**src/rtl/lh_ptxt_sender.sv**
```systemverilog
// Host-side framer for the light-hash core: buffers alphanumeric chars, sends 0xFF/payload/0x00
// as spaced strobes, then waits for the digest. Optional compare logic under LH_SEND_COMPARE_EN.
module lh_ptxt_sender #(
  parameter int DEPTH    = 16,
  parameter int CHAR_GAP = 34,
  parameter int TIMEOUT  = 255
) (
  input  logic        clk,
  input  logic        rst_n,
  input  logic [7:0]  wr_char,
  input  logic        wr_valid,
  output logic        wr_ready,
  output logic        err_invalid_char,
  input  logic        start,
  output logic        busy,
  output logic        done,
  output logic        timeout,
  output logic [63:0] digest_out,
  output logic [7:0]  ptxt_char,
  output logic        ptxt_valid,
  input  logic [63:0] digest,
  input  logic        digest_ready
`ifdef LH_SEND_COMPARE_EN
  ,
  input  logic [63:0] expected_digest,
  output logic        match
`endif
);

  localparam int PTR_W   = $clog2(DEPTH);
  localparam int CNT_MAX = (CHAR_GAP > TIMEOUT) ? CHAR_GAP : TIMEOUT;
  localparam int CNT_W   = $clog2(CNT_MAX + 1);
  localparam logic [CNT_W-1:0] GAP_LD = CNT_W'(CHAR_GAP - 1);
  localparam logic [CNT_W-1:0] TMO_LD = CNT_W'(TIMEOUT - 1);
  localparam logic [CNT_W-1:0] CNT_1  = CNT_W'(1);
  localparam logic [PTR_W:0]   FULL   = (PTR_W + 1)'(DEPTH);
  localparam logic [PTR_W:0]   FILL_1 = (PTR_W + 1)'(1);
  localparam logic [PTR_W-1:0] PTR_1  = PTR_W'(1);

  typedef enum logic [2:0] {
    S_IDLE, S_SEND_START, S_SEND_CHAR, S_SEND_FINISH, S_WAIT_DIGEST, S_DONE
  } state_e;

  state_e           state_q, state_d;
  logic [CNT_W-1:0] cnt_q, cnt_d;
  logic [PTR_W:0]   fill_q, fill_d;
  logic [PTR_W-1:0] wr_ptr_q, wr_ptr_d, rd_ptr_q, rd_ptr_d;
  logic [7:0]       ptxt_char_q, ptxt_char_d;
  logic             ptxt_valid_q, ptxt_valid_d;
  logic             err_q, err_d;
  logic             timeout_q, timeout_d;
  logic [63:0]      digest_out_q, digest_out_d;
  logic [7:0]       mem_q [DEPTH];
  logic             char_ok, push, pop;
`ifdef LH_SEND_COMPARE_EN
  logic [63:0]      exp_q, exp_d;
  logic             match_q, match_d;
`endif

  always_comb begin
    state_d      = state_q;
    cnt_d        = (cnt_q != '0) ? cnt_q - CNT_1 : cnt_q;
    fill_d       = fill_q;
    wr_ptr_d     = wr_ptr_q;
    rd_ptr_d     = rd_ptr_q;
    ptxt_char_d  = ptxt_char_q;
    ptxt_valid_d = 1'b0;
    timeout_d    = timeout_q;
    digest_out_d = digest_out_q;
    pop          = 1'b0;
`ifdef LH_SEND_COMPARE_EN
    exp_d        = exp_q;
    match_d      = match_q;
`endif
    char_ok  = (wr_char >= 8'h30 && wr_char <= 8'h39) ||
               (wr_char >= 8'h41 && wr_char <= 8'h5A) ||
               (wr_char >= 8'h61 && wr_char <= 8'h7A);
    wr_ready = (state_q == S_IDLE) && (fill_q != FULL);
    push     = wr_valid && wr_ready && char_ok;
    err_d    = wr_valid && wr_ready && !char_ok;

    case (state_q)
      S_IDLE: begin
        if (start) begin
          state_d      = S_SEND_START;
          ptxt_char_d  = 8'hFF;
          ptxt_valid_d = 1'b1;
          cnt_d        = GAP_LD;
          timeout_d    = 1'b0;
`ifdef LH_SEND_COMPARE_EN
          exp_d        = expected_digest;
          match_d      = 1'b0;
`endif
        end
      end
      S_SEND_START, S_SEND_CHAR: begin
        // Next strobe fires on the last gap cycle so it is visible exactly CHAR_GAP after the previous one.
        if (cnt_q == '0) begin
          cnt_d        = GAP_LD;
          ptxt_valid_d = 1'b1;
          if (fill_q != '0) begin
            pop         = 1'b1;
            ptxt_char_d = mem_q[rd_ptr_q];
            state_d     = S_SEND_CHAR;
          end else begin
            ptxt_char_d = 8'h00;
            state_d     = S_SEND_FINISH;
          end
        end
      end
      S_SEND_FINISH: begin
        if (cnt_q == '0) begin
          cnt_d   = TMO_LD;
          state_d = S_WAIT_DIGEST;
        end
      end
      S_WAIT_DIGEST: begin
        if (digest_ready) begin
          digest_out_d = digest;
          state_d      = S_DONE;
`ifdef LH_SEND_COMPARE_EN
          match_d      = (digest == exp_q);
`endif
        end else if (cnt_q == '0) begin
          timeout_d = 1'b1;
          state_d   = S_DONE;
`ifdef LH_SEND_COMPARE_EN
          match_d   = 1'b0;
`endif
        end
      end
      S_DONE:  state_d = S_IDLE;
      default: state_d = S_IDLE;
    endcase

    if (push) begin
      fill_d   = fill_q + FILL_1;
      wr_ptr_d = wr_ptr_q + PTR_1;
    end
    if (pop) begin
      fill_d   = fill_q - FILL_1;
      rd_ptr_d = rd_ptr_q + PTR_1;
    end
  end

  always_ff @(posedge clk or negedge rst_n) begin
    if (!rst_n) begin
      state_q      <= S_IDLE;
      cnt_q        <= '0;
      fill_q       <= '0;
      wr_ptr_q     <= '0;
      rd_ptr_q     <= '0;
      ptxt_char_q  <= 8'h00;
      ptxt_valid_q <= 1'b0;
      err_q        <= 1'b0;
      timeout_q    <= 1'b0;
      digest_out_q <= '0;
`ifdef LH_SEND_COMPARE_EN
      exp_q        <= '0;
      match_q      <= 1'b0;
`endif
    end else begin
      state_q      <= state_d;
      cnt_q        <= cnt_d;
      fill_q       <= fill_d;
      wr_ptr_q     <= wr_ptr_d;
      rd_ptr_q     <= rd_ptr_d;
      ptxt_char_q  <= ptxt_char_d;
      ptxt_valid_q <= ptxt_valid_d;
      err_q        <= err_d;
      timeout_q    <= timeout_d;
      digest_out_q <= digest_out_d;
`ifdef LH_SEND_COMPARE_EN
      exp_q        <= exp_d;
      match_q      <= match_d;
`endif
    end
  end

  // Storage needs no reset: the pointers and fill define what is live.
  always_ff @(posedge clk) begin
    if (push) mem_q[wr_ptr_q] <= wr_char;
  end

  assign busy             = (state_q != S_IDLE) && (state_q != S_DONE);
  assign done             = (state_q == S_DONE);
  assign timeout          = timeout_q;
  assign digest_out       = digest_out_q;
  assign ptxt_char        = ptxt_char_q;
  assign ptxt_valid       = ptxt_valid_q;
  assign err_invalid_char = err_q;
`ifdef LH_SEND_COMPARE_EN
  assign match            = match_q;
`endif

endmodule

```
**config.mk**
```make
export PLATFORM = sky130hd
export DESIGN_NAME = lh_ptxt_sender
export DESIGN_NICKNAME = d
export VERILOG_FILES = /design/src/rtl/lh_ptxt_sender.sv
export SDC_FILE = /design/constraint.sdc
export NUM_CORES = 1
export LEC_CHECK = 0
export CAP_MARGIN = 20
export CORE_ASPECT_RATIO = 1.5
export CORE_MARGIN = 2
export CORE_UTILIZATION = 57
export DETAILED_ROUTE_END_ITERATION = 10
export MAX_ROUTING_LAYER = met4
export PLACE_DENSITY = 0.95
export SYNTH_ARGS = -nofsm -noshare
export SYNTH_HDL_FRONTEND = slang
export SYNTH_SLANG_ARGS = --single-unit
export TNS_END_PERCENT = 5
```
**constraint.sdc**
```tcl
create_clock -name clk -period 9.41 [get_ports clk]
set_clock_uncertainty 0.2 [all_clocks]
set_input_delay 0.941 -clock clk [delete_from_list [all_inputs] [get_ports clk]]
set_output_delay 0.941 -clock clk [all_outputs]
set_load 0.01 [all_outputs]
```
==> flow_summary.yaml <==
run_status:
  status: "finished clean"
timing:
  fin_crit_ns: 4.215
  fin_crit_sh: 0.4479
  fmax_mhz: 237.2
  worst_pin_slew_ns: 0.8282
  fin_ws_ns: 5.195
  hold_viol: 0
  final_max_slew_viol_count: 0
  setup_viol: 0
  max-slew-margin-rel: 0.4462
  rsz0062_at_grt: "no"
  setup_tns_ns: 0
final_layout:
  multiInputGateArea_mm2: 0.002731
  seq_area_mm2: 0.006322
  n_antenna_cell: 0
  nFillCells: 929
  syn_to_final_growth_pct: 26.12
  final_area_mm2: 0.01164
  nets: 800
  drive_above_1_share: 0.2017
  layout_common_cells: "clkdlybuf4s50_1 (153), edfxtp_1 (128), dfrtp_1 (98), mux2_2 (66), mux4_2 (32)"
  layout_commonest_cell: "clkdlybuf4s50_1"
pwr:
  switching_share: 0.2555
  combPwrFrac: 0.149
  p_clk_frac: 0.357
  p_sw_uw: 604.7
  vdd_drop_max_mv: 0.1852
  leakage_nw: 4.436
  power_frac_seq: 0.495
  power_density_mw_per_mm2: 203.4
  p_int_mw: 1.763
global_routing:
  grt_max_degree: 65
  grt_pass1_vias: 5948
  grt_pass1_wl_um: 33760
  grtUsageTotal: 0.2675
  grt-ovfl-total: 0
  antenna_found_initial: 0
synth:
  synth-compound-area-share: 0.04109
  yosysSeqAreaShare: 0.6851
  syn_nets: 644
  synth.distinct_cells: 51
  ys.flop_type: "edfxtp_1"
  synth_xor_area_frac: 0.01614
  ys_seq_elements: 227
  synth_edf_count: 128
  async_flop_share: 0.4361
  yosys.area.top_type_share: 0.4166
  synth_top_family_by_area: "multiplexers"
  synth.area.top_cells: "edfxtp_1 (42%), dfrtp_1 (27%), mux2_2 (8.1%)"
  synthAdderAreaFrac: 0.01844
  avgSynthCellArea_um2: 16.65
  synth_warnings: 0
  synthCells: 554
  yosys.area_share.simple: 0.05587
  synthMuxAreaShare: 0.1644
  synth_area_mm2: 0.009226
  synth.largest_area_cell: "edfxtp_1"
cts:
  ctsHoldBuffers: 0
  clk_pin_slew_ns: 0.08
  insertion_delay_ns: 0.52
  cts_made_buffers: 20
  clock_sinks: 227
  clockRootBuffer: "clkbuf_16"
  cts_buffer_depth: 3
  cts_resized: 0
  post-cts-setup-buffer-count: 0
  htree_num_levels: 1
  cts_tree: "done"
worst_setup_path:
  r2r_end: "fill_q[3]"
  setup.worst_path.start_class: "primary input"
  end_kind: "flop"
  startpoint: "wr_char[1]"
  r2r_cells: 11
  arrival_ns: 4.16
  cp_max_fo: 19
  crit_type: "in2reg"
  worstPathRequired_ns: 9.36
  rr_startpoint: "cnt_q[0]"
  r2r_slack_ns: 5.79
  endpoint: "mem_q[10][3]"
placement:
  portBuffers: 154
  dpl_worst_slack_ns: 5.062
  gp_congestion: 0.8708
  place_area_mm2: 0.01094
  dp_hpwl_um: 14930
die:
  core_mm2: 0.01605
  die_w_um: 107.9
  initial_core_util: 0.5750
  die-area_mm2: 0.01724
  row_count: 57
  die_h_um: 159.8
  ios: 155
detailed_routing:
  wl_per_cell_um: 23.64
  drt-initial-drc-count: 468
  routed_via_density: 5.980
  dr.pass1.iters: 8
  routed_wl_um: 21990
  antenna_left: 0
  num_vias: 5561
  drc_errors: 0
hold_path:
  worstHoldPathType: "in2async"
flow_run:
  drv_cap: 0
## cell families (layout without fill, tap and decap cells)
kind of cell | Yosys count | count (layout)
adder cells (fa/ha/maj) | 13 | 13
multiplexers | 103 | 103
AO/OA/AOI/OAI | 57 | 57
flip-flops | 227 | 227
buffers and inverters | 41 | 211
XOR/XNOR | 17 | 17
AND/OR/NAND/NOR | 96 | 96
## through the flow
| stage | hold slack [ns] | power [mW] | instances | util |
|---|---|---|---|---|
| floorplan | 0.2786 | 1.365 | 554 | - |
| global placement | 0.2877 | 1.499 | 893 | 0.6819 |
| detailed placement | 0.2948 | 1.528 | 893 | 0.6819 |
| CTS | 0.2003 | 2.370 | 929 | 0.7239 |
| global route | 0.2233 | 2.455 | 930 | 0.7251 |
| finish | 0.1881 | 2.367 | 930 | 0.7251 |
## power by group through the flow
| stage | Sequential [mW] | Clock [mW] | Combinational (mW) |
|---|---|---|---|
| detailed placement | 1.20 | 0 | 0.333 |
| floorplan | 1.17 | 0 | 0.196 |
| finish | 1.17 | 0.844 | 0.352 |
| global placement | 1.19 | 0 | 0.311 |
| global route | 1.18 | 0.893 | 0.383 |
| CTS | 1.18 | 0.853 | 0.341 |
## area by class of cell
class                      count  share of cell area
sequential                   227              0.5433
multi-input combinational    286              0.2347
timing repair buffer         159              0.1366
clock buffer                  23             0.04484
tap                          206             0.02215
clock inverter                13             0.01312
inverter                      16            0.005269
## sequential cells by signal, indices dropped and copies added (netlist names)
signal            flops
mem_q               128
fill_q                5
wr_ptr_q              4
timeout               1
rd_ptr_q              4
state_q               3
ptxt_valid            1
ptxt_char             8
digest_out           64
err_invalid_char      1
cnt_q                 8
## worst max-delay path: stages
cell	delay, ns
clkdlybuf4s50_1	1.01
nor4_1	0.21
a211o_1	0.42
a211o_1	0.47
nor3_1	0.56
and2_1	0.53
## cell usage after synthesis (all sizes together) (2+ instances only)
master,count
dfrtp,99
o211ai,2
nand3,2
xor2,2
mux2,68
or4,2
a211o,2
o221ai,2
or2,2
nor2,20
edfxtp,128
and2,18
nand2b,3
a21oi,13
inv,15
o21ai,13
clkbuf,12
nor2b,2
and3,2
nand2,28
a21o,3
xnor2,15
mux2i,3
buf,13
mux4,32
nor4,3
ha,12
nor3b,2
o21a,2
a22oi,15
nor3,8
## worst min path at each step
stage                     cells after the start             end  slack (ns)      startpoint
after global routing                          1      state_q[0]        0.22           rst_n
after global placement                        1  digest_out[10]        0.29  digest_out[10]
final                                         1      state_q[0]        0.19           rst_n
after CTS                                     1     wr_ptr_q[1]        0.20           rst_n
after detailed placement                      1  digest_out[42]        0.29  digest_out[42]
after floorplan                               1       fill_q[3]        0.28       fill_q[3]
## routing by layer
| layer | vias to the layer above | part of all wire | global-route usage | wire length, um |
|---|---|---|---|---|
| met2 | 372 | 0.51 | 0.4471 | 11130 |
| met3 | 77 | 0.095 | 0.05714 | 2093 |
| met5 | - | 0 | - | 0 |
| met4 | 0 | 0.048 | 0.1189 | 1049 |
| met1 | 2714 | 0.35 | 0.3088 | 7718 |
| li1 | 2398 | - | - | - |
No activity file was read; power rests on OpenSTA's default activity.
